File: src/rtl/divide.sv
// rtl/divide.sv - iterative radix-2 RV32M DIV/DIVU/REM/REMU execution unit.
// Optional build macro DIV_FAST_SPECIAL_EN: divide-by-zero and signed overflow bypass the iteration loop.

package divide_pkg;
    localparam int XLEN    = 32;
    localparam int TAG_W   = 7;
    localparam int SQN_W   = 7;
    localparam int FLAGS_W = 4;

    typedef enum logic [1:0] {
        DIV_DIV  = 2'd0,
        DIV_DIVU = 2'd1,
        DIV_REM  = 2'd2,
        DIV_REMU = 2'd3
    } div_op_t;

    localparam logic [FLAGS_W-1:0] FLAGS_NONE = '0;

    typedef struct packed {
        logic             taken;
        logic [SQN_W-1:0] sqN;
    } BranchProv;

    typedef struct packed {
        logic             valid;
        div_op_t          opcode;
        logic [XLEN-1:0]  srcA;
        logic [XLEN-1:0]  srcB;
        logic [TAG_W-1:0] tagDst;
        logic [SQN_W-1:0] sqN;
    } EX_UOp;

    typedef struct packed {
        logic               valid;
        logic [TAG_W-1:0]   tagDst;
        logic [SQN_W-1:0]   sqN;
        logic [XLEN-1:0]    result;
        logic [FLAGS_W-1:0] flags;
        logic               doNotCommit;
    } RES_UOp;
endpackage

module divide
    import divide_pkg::*;
#(
    parameter int XLEN = divide_pkg::XLEN
) (
    input  logic      clk,
    input  logic      rst,
    input  logic      en,
    output logic      OUT_busy,
    input  BranchProv IN_branch,
    input  EX_UOp     IN_uop,
    output RES_UOp    OUT_uop
);
    localparam int CNT_W = $clog2(XLEN);

    typedef enum logic [1:0] {S_IDLE, S_LOAD, S_ITER, S_DONE} state_t;

    state_t             r_state;
    state_t             w_next;
    RES_UOp             r_out;
    logic [XLEN-1:0]    r_quo;
    logic [XLEN-1:0]    r_rem;
    logic [XLEN-1:0]    r_bmag;
    logic [XLEN-1:0]    r_a_raw;
    logic [CNT_W-1:0]   r_cnt;
    logic [TAG_W-1:0]   r_tag;
    logic [SQN_W-1:0]   r_sqn;
    logic               r_is_rem;
    logic               r_qneg;
    logic               r_rneg;
    logic               r_div0;
    logic               r_ovf;

    logic               w_signed;
    logic               w_a_neg;
    logic               w_b_neg;
    logic [SQN_W-1:0]   w_d_in;
    logic [SQN_W-1:0]   w_d_held;
    logic               w_flush_in;
    logic               w_flush_held;
    logic               w_accept;
    logic [XLEN:0]      w_trial;
    logic [XLEN-1:0]    w_q_fix;
    logic [XLEN-1:0]    w_r_fix;
    logic [XLEN-1:0]    w_result;

    // Sequence numbers wrap, so "younger than the branch" is a signed difference > 0.
    assign w_d_in       = IN_uop.sqN - IN_branch.sqN;
    assign w_d_held     = r_sqn - IN_branch.sqN;
    assign w_flush_in   = IN_branch.taken && !w_d_in[SQN_W-1] && (w_d_in != '0);
    assign w_flush_held = IN_branch.taken && !w_d_held[SQN_W-1] && (w_d_held != '0);

    assign w_signed = !IN_uop.opcode[0];
    assign w_a_neg  = w_signed && IN_uop.srcA[XLEN-1];
    assign w_b_neg  = w_signed && IN_uop.srcB[XLEN-1];
    assign w_accept = en && IN_uop.valid && (r_state == S_IDLE) && !w_flush_in;

    assign w_trial  = {r_rem, r_quo[XLEN-1]} - {1'b0, r_bmag};
    assign OUT_busy = (r_state != S_IDLE);
    assign OUT_uop  = r_out;

    always_comb begin
        w_next = r_state;
        case (r_state)
            S_IDLE: if (w_accept) w_next = S_LOAD;
            S_LOAD: begin
                w_next = S_ITER;
`ifdef DIV_FAST_SPECIAL_EN
                if (r_div0 || r_ovf) w_next = S_DONE;
`endif
                if (w_flush_held) w_next = S_IDLE;
            end
            S_ITER: begin
                if (r_cnt == '0) w_next = S_DONE;
                if (w_flush_held) w_next = S_IDLE;
            end
            S_DONE: w_next = S_IDLE;
            default: w_next = S_IDLE;
        endcase
    end

    // Special cases override the loop result so both builds return identical values.
    always_comb begin
        w_q_fix = r_qneg ? -r_quo : r_quo;
        w_r_fix = r_rneg ? -r_rem : r_rem;
        if (r_div0) begin
            w_q_fix = '1;
            w_r_fix = r_a_raw;
        end else if (r_ovf) begin
            w_q_fix = {1'b1, {(XLEN-1){1'b0}}};
            w_r_fix = '0;
        end
        w_result = r_is_rem ? w_r_fix : w_q_fix;
    end

    always_ff @(posedge clk) begin
        if (w_accept) begin
            r_tag    <= IN_uop.tagDst;
            r_sqn    <= IN_uop.sqN;
            r_is_rem <= IN_uop.opcode[1];
            r_a_raw  <= IN_uop.srcA;
            r_quo    <= w_a_neg ? -IN_uop.srcA : IN_uop.srcA;
            r_bmag   <= w_b_neg ? -IN_uop.srcB : IN_uop.srcB;
            r_rem    <= '0;
            r_cnt    <= CNT_W'(XLEN - 1);
            r_qneg   <= w_a_neg ^ w_b_neg;
            r_rneg   <= w_a_neg;
            r_div0   <= (IN_uop.srcB == '0);
            r_ovf    <= w_signed && (IN_uop.srcA == {1'b1, {(XLEN-1){1'b0}}})
                        && (IN_uop.srcB == '1);
        end else if (r_state == S_ITER) begin
            r_cnt <= r_cnt - 1'b1;
            if (!w_trial[XLEN]) begin
                r_rem <= w_trial[XLEN-1:0];
                r_quo <= {r_quo[XLEN-2:0], 1'b1};
            end else begin
                r_rem <= {r_rem[XLEN-2:0], r_quo[XLEN-1]};
                r_quo <= {r_quo[XLEN-2:0], 1'b0};
            end
        end
    end

    always_ff @(posedge clk or posedge rst) begin
        if (rst) begin
            r_state <= S_IDLE;
            r_out   <= '0;
        end else begin
            r_state     <= w_next;
            r_out.valid <= 1'b0;
            if (r_state == S_DONE && !w_flush_held) begin
                r_out.valid       <= 1'b1;
                r_out.tagDst      <= r_tag;
                r_out.sqN         <= r_sqn;
                r_out.result      <= w_result;
                r_out.flags       <= FLAGS_NONE;
                r_out.doNotCommit <= 1'b0;
            end
        end
    end
endmodule
File: config.mk
export PLATFORM = sky130hd
export DESIGN_NAME = divide
export DESIGN_NICKNAME = d
export VERILOG_FILES = /design/src/rtl/divide.sv
export SDC_FILE = /design/constraint.sdc
export NUM_CORES = 1
export LEC_CHECK = 0
export CAP_MARGIN = 20
export CORE_MARGIN = 2
export CORE_UTILIZATION = 58
export DETAILED_ROUTE_END_ITERATION = 7
export PLACE_DENSITY = 0.82
export SLEW_MARGIN = 40
export SYNTH_ARGS = -nofsm -noshare
export SYNTH_HDL_FRONTEND = slang
export SYNTH_SLANG_ARGS = --single-unit
File: constraint.sdc
create_clock -name clk -period 4.4 [get_ports clk]
set_clock_uncertainty 0.2 [all_clocks]
set_input_delay 0.88 -clock clk [delete_from_list [all_inputs] [get_ports clk]]
set_output_delay 0.88 -clock clk [all_outputs]
set_load 0.005 [all_outputs]
### Word-level counts from Yosys, hierarchy flattened

Index checks and enable logic that the tools add are counted.

| word-level totals | value |
|---|---|
| flip-flop bits (word level) | 201 |
| output and inout port bits | 53 |

| cells by class | value |
|---|---|
| bitwise operators | 1 |
| equal/unequal tests | 7 |
| $add $sub $neg | 8 |
| multiplexer cells | 19 |
| reductions and logical operators | 25 |

Operators with widths:

| cell | count |
|---|---|
| $mux 32 | 12 |
| $neg 32->32 | 4 |
| $eq 32x32->1 const B | 2 |
| $mux 52 | 1 |
| $sub 33x32->33 | 1 |
| $logic_not 32->1 | 1 |
| $reduce_bool 7->1 | 2 |
| $sub 7x7->7 | 2 |
| $logic_and 1x1->1 | 12 |
| $mux 2 | 4 |
| $pmux 2 s4 | 1 |
| $logic_not 1->1 | 5 |
| $logic_not 5->1 | 1 |
| $sub 5x1->5 const B | 1 |
| $eq 2x2->1 const B | 2 |
| $reduce_bool 2->1 | 2 |
| $ne 3x3->1 const B | 1 |
| $eq 2x1->1 const B | 1 |
| $logic_not 2->1 | 1 |
| $ne 2x2->1 const B | 1 |
| $reduce_and 2->1 | 1 |
| $mux 1 | 1 |
| $xor 1x1->1 | 1 |

### Longest topological paths before layout

| depth | value |
|---|---|
| depth after elaboration | 8 |
| depth in mapped cells | 14 |
| gate-level depth less buffers | 12 |

### Worst setup path before layout

Ideal clock, no wire load.

| timing | value |
|---|---|
| path kind | input to register |
| from | input port IN_uop[0] (netlist name) |
| to | register r_a_raw[0], enable pin |
| arrival | 4.441 ns |
| stages on the path | 12 |
| data required time | 3.764 ns |
| setup slack | -0.677 ns |
| buffers on the path | 1 |
| path through | inv_1 > ha_1 > inv_1 > fa_1 > a21o_1 > a21oi_1 > nor2b_1 > o2111ai_1 > nor4bb_1 > a21oi_1 > clkbuf_1 > inv_1 |

| between the ends | value |
|---|---|
| word-level cells in the longest chain between the ends | 6 |
| elaborated cells between the ends (all ways) | 7 |
| those cells by class | add/sub: 1; reduce/logical: 6 |

Ends and longest elaborated chain:

| item | line | text |
|---|---|---|
| start, declared | 53 | `input EX_UOp IN_uop,` |
| $sub 7x7->7 * | 90 | `assign w_d_in = IN_uop.sqN - IN_branch.sqN;` |
| branches (longest 2 deep; another with $reduce_bool 7->1) | - |  |
| $logic_and 1x1->1 * | 92 | `assign w_flush_in = IN_branch.taken && !w_d_in[SQN_W-1] && (w_d_in != '0);` |
| $logic_not 1->1 * | 98 | `assign w_accept = en && IN_uop.valid && (r_state == S_IDLE) && !w_flush_in;` |
| $logic_and 1x1->1 * | 98 |  |
| net w_accept | 83 | `logic w_accept;` |
| end signal, assigned | 143 | `r_a_raw <= IN_uop.srcA;` |
| end, declared | 66 | `logic [XLEN-1:0] r_a_raw;` |

Mark *: on every way through the listed nets, which the timed path passes.
A chain may end at the register's enable or synchronous reset.

### Worst setup path after layout

| timing | value |
|---|---|
| from | input port IN_uop[18] (netlist name) |
| to | register r_bmag[30] (data pin) |

| between the ends | value |
|---|---|
| word-level cells in the longest chain between the ends | 2 |

Ends and longest elaborated chain:

| item | line | text |
|---|---|---|
| $neg 32->32 | 145 | `r_bmag <= w_b_neg ? -IN_uop.srcB : IN_uop.srcB;` |
| $mux 32 | 145 |  |
| end signal, assigned | 145 |  |
| end, declared | 65 | `logic [XLEN-1:0] r_bmag;` |

Every way passes these cells.

==> impl_metrics.json <==
{
  "nets": 1649,
  "syn_area_um2": 12900,
  "setup_viol": 0,
  "grt_pass1_wl_um": 55900,
  "final_hold_viol_count": 0,
  "result_of_the_run": "finished clean",
  "ant_nets": 0,
  "vias_per_cell": 6.23,
  "max_slew_margin_pct": 44.0,
  "design.core.area_um2": 21800,
  "ir_worst_vdd_mv": 0.277,
  "areaGrowthSynthToFinish_pct": 21.2,
  "use_met3_pct": 4.42,
  "antenna_found_initial": 1,
  "holdCritPathClass": "flip-flop to flip-flop",
  "initial_utilization_pct": 59.2,
  "postRouteWirelength_um": 35000,
  "clock_latency_ns": 0.53,
  "synth_edf_count": 115,
  "critical_path_arrival_ns": 3.99,
  "globalRouteMet2Util_pct": 49.6,
  "final_layout_size_suffix_gt1_share_pct": 9.00,
  "post_synth.cell_area_avg_um2": 9.43,
  "cts-root-buf": "sky130_fd_sc_hd__clkbuf_16",
  "design.die.area_um2": 23500,
  "setup_total_negative_slack_ns": 0,
  "power_density_nw_per_um2": 569,
  "post_dp_hpwl_um": 25800,
  "synth-async-reset-ratio_pct": 24.4,
  "chip_width_um": 153,
  "cts_tree": "yes",
  "clockBufferDepth": 3,
  "timing_worst_slew_pin_value_ns": 0.840,
  "chipHeight_um": 153,
  "synth_sequential_area_ratio_pct": 42.0,
  "cts_resized": 0,
  "timing_max_transition_violations_final": 0,
  "yosys_reg_bits": 201,
  "h-tree-depth": 1,
  "max_clock_freq_ghz": 0.255,
  "io_pins": 145,
  "dpl_worst_slack_ns": -0.0537,
  "timing_worst_setup_path_type": "input port to flip-flop",
  "max_cap_violations": 0,
  "io_buffer_count": 139,
  "post_cts_hold_buffer_count": 0,
  "met1_usage_pct": 38.7,
  "worstPathMaxFanout": 3,
  "synthFlopType": "sky130_fd_sc_hd__edfxtp_1",
  "yosysWarnings": 0,
  "worst_setup_path_start_kind": "input port",
  "numCtsBuffers": 24,
  "crit_path_end_kind": "flip-flop",
  "layout_min_cycle_time_ns": 3.92,
  "post_cts.repair.setup_buffers": 0,
  "clkSinkCount": 201,
  "global_route.peak_usage_layer": "met2",
  "detail_route.first_pass.iterations": 5,
  "aggregate_global_routing_overflow": 0,
  "fill_cells": 1630,
  "via_count": 11200,
  "first_global_vias": 10900,
  "antenna-diode-count": 0,
  "grt_use_total_pct": 29.2,
  "postSynthCellCount": 1369,
  "crit_required_ns": 4.46,
  "yosys.area.top_type_share_pct": 26.7,
  "top_cell_type_by_total_area_after_synthesis": "sky130_fd_sc_hd__edfxtp_1",
  "unrepaired_setup_endpoints_after_global_routing": "false",
  "worst_setup_hold_path_clk_slew_ns": 0.06,
  "gp_congestion": 0.928,
  "wl_per_cell_um": 19.4,
  "finalWorstSetupSlack_ns": 0.479,
  "p_leak_nw": 6.16,
  "synth.distinct_cells": 73,
  "dr.first_iter.drc_count": 982,
  "rows": 54,
  "detail_route.drc_violations": 0,
  "timing.final.crit_share_pct": 89.1,
  "netlist_top_cells_area": "sky130_fd_sc_hd__edfxtp_1 27%, sky130_fd_sc_hd__dfrtp_1 9.5%, sky130_fd_sc_hd__o21ai_0 5.9%",
  "grt_start_max_net_pins": 64
}
[layout make-up]
type                       count  area (um2)  share of cell area, %
inverter                      76         304                   1.94
multi-input combinational   1026        7020                   44.8
tap                          280         350                   2.24
sequential                   201        5420                   34.6
clock buffer                  28         626                   4.00
clock inverter                16         211                   1.35
timing repair buffer         175        1720                   11.0
[critical path, stage by stage]
cell and delay (ns):
sky130_fd_sc_hd__clkdlybuf4s50_1 0.45, sky130_fd_sc_hd__or4_4 0.53, sky130_fd_sc_hd__or4b_4 0.51, sky130_fd_sc_hd__or4_4 0.47
sky130_fd_sc_hd__nor3_4 0.20, sky130_fd_sc_hd__nand2_2 0.07, sky130_fd_sc_hd__or4_4 0.50, sky130_fd_sc_hd__o41ai_2 0.27
sky130_fd_sc_hd__xnor2_1 0.09
[registers in the layout (all words and copies together) (netlist names)]
name	count
r_sqn	7
r_cnt	5
r_qneg	1
OUT_uop	47
r_rneg	1
r_quo	32
r_ovf	1
r_rem	32
r_div0	1
r_tag	7
r_a_raw	32
r_bmag	32
r_is_rem	1
r_state	2
[through the flow]
| stage | total power [W] | util [%] | area (um2) | std cells | hold WS, ns |
|---|---|---|---|---|---|
| floorplan | 0.00534 | - | 13000 | 1373 | 0.233 |
| global placement | 0.00658 | 67.7 | 14800 | 1756 | 0.245 |
| detailed placement | 0.00675 | 67.8 | 14800 | 1757 | 0.266 |
| CTS | 0.00887 | 71.6 | 15600 | 1801 | 0.265 |
| global route | 0.00942 | 71.7 | 15700 | 1802 | 0.278 |
| finish | 0.00891 | 71.7 | 15700 | 1802 | 0.258 |
[logic make-up after synthesis]
kind of cell | synth area share [%]
AOI/OAI and AO/OA | 19.1
xor gates and xnor gates | 10.4
adders and majority gates | 5.31
buffers and inverters | 4.40
DFF | 42.0
muxes | 4.17
other | 0.0290
and+or+nand+nor | 14.6
[per-layer routing]
layer	share of wire (%)	wire (um)
met5	0.037	13
met4	2.9	1010
met3	7.7	2690
met2	48	16900
met1	41	14400
[synth_stat cells (12+ instances only)]
cell,n
sky130_fd_sc_hd__xnor2_1,80
sky130_fd_sc_hd__mux2i_1,20
sky130_fd_sc_hd__inv_1,75
sky130_fd_sc_hd__o41ai_1,23
sky130_fd_sc_hd__dfxtp_1,37
sky130_fd_sc_hd__a21o_1,14
sky130_fd_sc_hd__clkbuf_1,61
sky130_fd_sc_hd__or4_1,19
sky130_fd_sc_hd__nand3_1,30
sky130_fd_sc_hd__o31ai_1,22
sky130_fd_sc_hd__nor4_1,16
sky130_fd_sc_hd__nor2b_1,15
sky130_fd_sc_hd__o21ai_0,153
sky130_fd_sc_hd__nand4_1,13
sky130_fd_sc_hd__dfrtp_1,49
sky130_fd_sc_hd__mux2_2,30
sky130_fd_sc_hd__xor2_1,73
sky130_fd_sc_hd__nand2b_1,20
sky130_fd_sc_hd__or3_1,12
sky130_fd_sc_hd__a21oi_1,86
sky130_fd_sc_hd__nor3_1,28
sky130_fd_sc_hd__ha_1,50
sky130_fd_sc_hd__nand2_1,110
sky130_fd_sc_hd__o22ai_1,12
sky130_fd_sc_hd__nor2_1,69
sky130_fd_sc_hd__edfxtp_1,115
[power breakdown]
part           leakage [nW]  switching, W  internal [W]
sequential             1.96      0.000525       0.00258
clock                 0.405      0.000798       0.00131
combinational          3.79       0.00197       0.00172
total                  6.16       0.00329       0.00562
[layout by cell type (no fill, tap or decap), drive strengths merged, types with 5 or more instances in the layout]
master           n
nand4           13
a21oi           86
nor2            69
clkbuf          28
clkdlybuf4s50  139
ha              50
nand2          111
nor3            29
a22oi            9
o21ai          155
nand2b          20
nor2b           15
xor2            73
dfxtp           37
inv             74
dfrtp           49
or4             23
clkinv          11
bufinv           5
or2              6
or3             12
nor4            16
o31ai           22
edfxtp         115
o22ai           12
conb             5
o41ai           25
o2bb2ai          7
a211oi           8
and3             7
mux2i           20
a21boi           7
nand3           30
buf             36
a21o            14
mux2            30
xnor2           80
[worst paths after layout]
path                            start     endpoint  slack (ns)  cells past startpoint
max                        IN_uop[18]   r_bmag[30]        0.48                      9
max reg2reg                 r_quo[31]    r_rem[26]        0.64                     12
max in group asynchronous         rst  OUT_uop[44]        3.00                      2
min reg2reg                  r_cnt[4]   r_state[0]        0.26                      1
min in group asynchronous         rst  OUT_uop[46]        0.59                      2
min                          r_cnt[4]   r_state[0]        0.26                      1
No activity file was read; power rests on OpenSTA's default activity.
